File: src/rtl/prbs31_lock_mon.sv
// PRBS31 lock monitor: counts errors over a window of checked beats.
// Ports: clk/rst_n (async, active-high), beat_i, err_i -> lose_lock_o.
module prbs31_lock_mon #(
   parameter int LOCK_WIN    = 64,
   parameter int LOCK_THRESH = 8
) (
   input  logic clk,
   input  logic rst_n,
   input  logic beat_i,
   input  logic err_i,
   output logic lose_lock_o
);

   localparam int CW = $clog2(LOCK_WIN);
   localparam int EW = $clog2(LOCK_WIN + 1);
   localparam int SW = EW + 1;
   localparam logic [SW-1:0] THR = SW'(LOCK_THRESH);
   localparam logic [CW-1:0] LAST = CW'(LOCK_WIN - 1);

   logic [CW-1:0] win_cnt_q, win_cnt_d;
   logic [EW-1:0] win_err_q, win_err_d;
   logic [SW-1:0] sum;

   // Error total including the beat being checked right now.
   assign sum = {1'b0, win_err_q} + {{EW{1'b0}}, err_i};
   assign lose_lock_o = beat_i && (sum >= THR);

   always_comb begin
      win_cnt_d = win_cnt_q;
      win_err_d = win_err_q;
      if (beat_i) begin
         if (lose_lock_o || win_cnt_q == LAST) begin
            win_cnt_d = '0;
            win_err_d = '0;
         end else begin
            win_cnt_d = win_cnt_q + CW'(1);
            win_err_d = sum[EW-1:0];
         end
      end
   end

   always_ff @(posedge clk or posedge rst_n) begin
      if (rst_n) begin
         win_cnt_q <= '0;
         win_err_q <= '0;
      end else begin
         win_cnt_q <= win_cnt_d;
         win_err_q <= win_err_d;
      end
   end

endmodule

File: config.mk
export PLATFORM = sky130hd
export DESIGN_NAME = prbs31_lock_mon
export DESIGN_NICKNAME = d
export VERILOG_FILES = /design/src/rtl/prbs31_lock_mon.sv
export SDC_FILE = /design/constraint.sdc
export NUM_CORES = 1
export LEC_CHECK = 0
export CAP_MARGIN = 20
export CORE_AREA = 3 3 40 42
export CTS_CLUSTER_SIZE = 16
export DETAILED_ROUTE_END_ITERATION = 8
export DIE_AREA = 0 0 43 45
export PLACE_DENSITY = 0.71
export SLEW_MARGIN = 20
export SYNTH_ARGS = -nofsm -noshare
export SYNTH_HDL_FRONTEND = slang
export SYNTH_SLANG_ARGS = --single-unit
File: constraint.sdc
create_clock -name clk -period 2.95 [get_ports clk]
set_input_delay 0.295 -clock clk [delete_from_list [all_inputs] [get_ports clk]]
set_output_delay 0.295 -clock clk [all_outputs]
set_load 0.005 [all_outputs]
==> flow_summary.yaml <==
run_status:
  outcome: "completed"
timing:
  period_minus_slack_ns: 2.55
  finalClockSkew_ns: 0.00464
  hold_viol: 0
  rsz0062_at_grt: "false"
  fin_crit_sh_pct: 86.6
  fin_setup_tns_ns: 0
  finalSetupViolCount: 0
  relSlewSlack_pct: 67.0
  report.final.slew_viol_count: 0
  clock.fmax_ghz: 0.392
  tightest_slew_ns: 0.495
detailed_routing:
  drc: 0
  vias: 467
  detail_route.wl_per_cell_um: 12.5
  first_pass_iters: 4
  wirelength_um: 1100
  vias_per_cell: 5.31
  ant_nets: 0
  first_iter_violations: 23
worst_setup_path:
  cp-end-kind: "output pin"
  crit_fanout: 4
  crit_family: "buffers and inverters"
  r2r-end: "win_err_q[2]$_DFFE_PP0P_"
  critPathMaxStageDelay_ns: 0.43
  slowest_stage: "clkdlybuf4s50_1"
  crit_buf_inv: 2
  r2r_cells: 6
  regToRegSetupSlack_ns: 1.35
  reg2reg_from: "win_err_q[0]$_DFFE_PP0P_"
  worstPathArrival_ns: 2.26
  start_kind: "primary input"
  critical_path_class: "in2out"
  cp_data_required_time_ns: 2.65
  crit_chain: "clkdlybuf4s50_1 -> ha_1 -> ha_1 -> nand2b_1 -> mux2i_4 -> nand2_1 -> and2_1 -> clkdlybuf4s50_1"
cells_and_area:
  final_common_cell: "dfrtp_1"
  nNetsFinal: 81
  syn2layout_area_growth_pct: 12.0
  drive_gt1_share_pct: 12.3
  fillers: 119
  antenna_cells: 0
  fin_area_um2: 768
  layout_common_cells: "13 x dfrtp_1, 7 x inv_1, 5 x nand2_1, 5 x nor2b_1"
logic_synthesis:
  synth_top_area_share_pct: 47.4
  seq_area_frac_synth_pct: 47.4
  synth-edff-count: 0
  synthTopCellsByArea: "dfrtp_1 47%, ha_1 5.5%, nor2b_1 4.6%"
  yosys_most_used_dff: "dfrtp_1"
  yosysUniqueCellTypes: 25
  synth-async-reset-ratio_pct: 100
  yosys_warnings: 0
  syn_nets: 73
  avgSynthCellArea_um2: 10.4
  syn-instance-count: 66
  syn_area_um2: 686
  synth.ff_latch_count: 13
  synth_top_area_cell: "dfrtp_1"
clock_network:
  h-tree-depth: 1
  cts_tree: "built"
  clockBufferDepth: 2
  cts-root-buf: "clkbuf_4"
  cts_sinks: 13
  cts_buffers: 3
  cts_setup_buffers: 0
  clk_pin_slew_ns: 0.08
  ctsResizeCount: 0
  clk_latency_ns: 0.28
  hold_buffers: 0
min_path:
  min_path_type: "in2async"
floorplan:
  die_x_um: 43
  core_region_area_mm2: 0.00128
  ioPinCount: 5
  num_rows: 13
  initial_core_util_pct: 53.4
  die-area_mm2: 0.00194
  dieHeight_um: 45
flow_run:
  max_cap_viol_count: 0
pwr:
  ir_worst_vdd_mv: 0.475
  seqPwrFrac_pct: 48.4
  p_int_mw: 0.377
  p_switching_mw: 0.196
  power.share.switching_pct: 34.2
  p_per_area_mw_per_mm2: 746
  p_leak_nw: 0.378
  pwr-share-comb_pct: 32.4
  pwr-share-clk_pct: 19.2
placed_design:
  hpwl_um: 795
  io_buffers: 4
  dpl_cell_area_um2: 742
  gp_congestion: 0.721
global_routing:
  grt_pass1_vias: 429
  grtUsageTotal_pct: 13.2
  grt_pass1_wl_um: 1800
  gr-total-overflow: 0
  grt_max_degree: 22
  antenna_found_initial: 0
## worst register-to-register path, cell delays in order (launching register included)
cell	delay (ns)
dfrtp_1	0.38
ha_1	0.21
ha_1	0.21
nand2b_1	0.18
mux2i_4	0.22
nand3_4	0.15
o221ai_2	0.18
## worst max-delay path by stage
stage                     depth (start not counted)                     start  slack, ns           to
after detailed placement                          8                     err_i       0.39  lose_lock_o
after global routing                              8                     err_i       0.32  lose_lock_o
after CTS                                         8                     err_i       0.38  lose_lock_o
after floorplan                                   6  win_err_q[0]$_DFFE_PP0P_       1.29  lose_lock_o
after global placement                            8                     err_i       0.41  lose_lock_o
final                                             8                     err_i       0.40  lose_lock_o
## cell usage after synthesis, types with 2 or more instances
cell	number
inv_1	7
a21oi_1	3
o22ai_1	4
nand4_1	2
nand2b_1	3
dfrtp_1	13
ha_1	3
nor2_1	3
buf_2	2
and3_1	3
nand2_1	5
nor2b_1	5
## per-stage QoR
step           setup WS, ns  std cells  util [%]  hold WS (ns)  power (mW)
2_1_floorplan          1.29         66         -         0.172       0.425
3_3_place_gp          0.408         84      57.7         0.528       0.462
3_5_place_dp          0.386         84      57.7         0.532       0.467
4_1_cts               0.379         88      59.8         0.340       0.580
5_1_grt               0.318         88      59.8         0.351       0.621
6_report              0.396         88      59.8         0.334       0.573
## sequential cells by signal, summed over array words and instances, names as in the netlist
signal	cells
win_err_q	7
win_cnt_q	6
## kinds of logic (layout without fill, tap and decap cells)
kind of cell | count (synthesis) | after routing | share of synthesized area (%)
xor+xnor | 2 | 2 | 2.56
flops | 13 | 13 | 47.4
mux | 1 | 1 | 3.28
compound gates | 11 | 11 | 10.6
fa+ha+maj | 3 | 3 | 5.48
buf+inv | 9 | 16 | 5.29
simple gates | 27 | 27 | 25.4
## power groups by stage
stage,sequential [mW],combinational (mW),clock (mW)
final,0.278,0.185,0.110
after global routing,0.285,0.211,0.125
after CTS,0.278,0.187,0.115
after detailed placement,0.282,0.185,0
after global placement,0.281,0.181,0
after floorplan,0.272,0.153,0
## final cells by class
class                      instances  area [um2]  area share [%]
tap                               15        18.8            2.44
timing repair buffer               5        47.5            6.19
sequential                        13         325            42.3
inverter                           7        26.3            3.42
clock buffer                       4        26.3            3.42
multi-input combinational         44         324            42.2
## routing by layer
| metal | GRT usage (%) | wire, um | up-vias |
|---|---|---|---|
| met2 | 20.7 | 498 | 8 |
| met5 | 0 | 0 | - |
| met4 | 10.8 | 34 | 0 |
| li1 | - | - | 238 |
| met1 | 15.2 | 531 | 216 |
| met3 | 3.59 | 38 | 5 |
(Power assumes the default switching activity.)
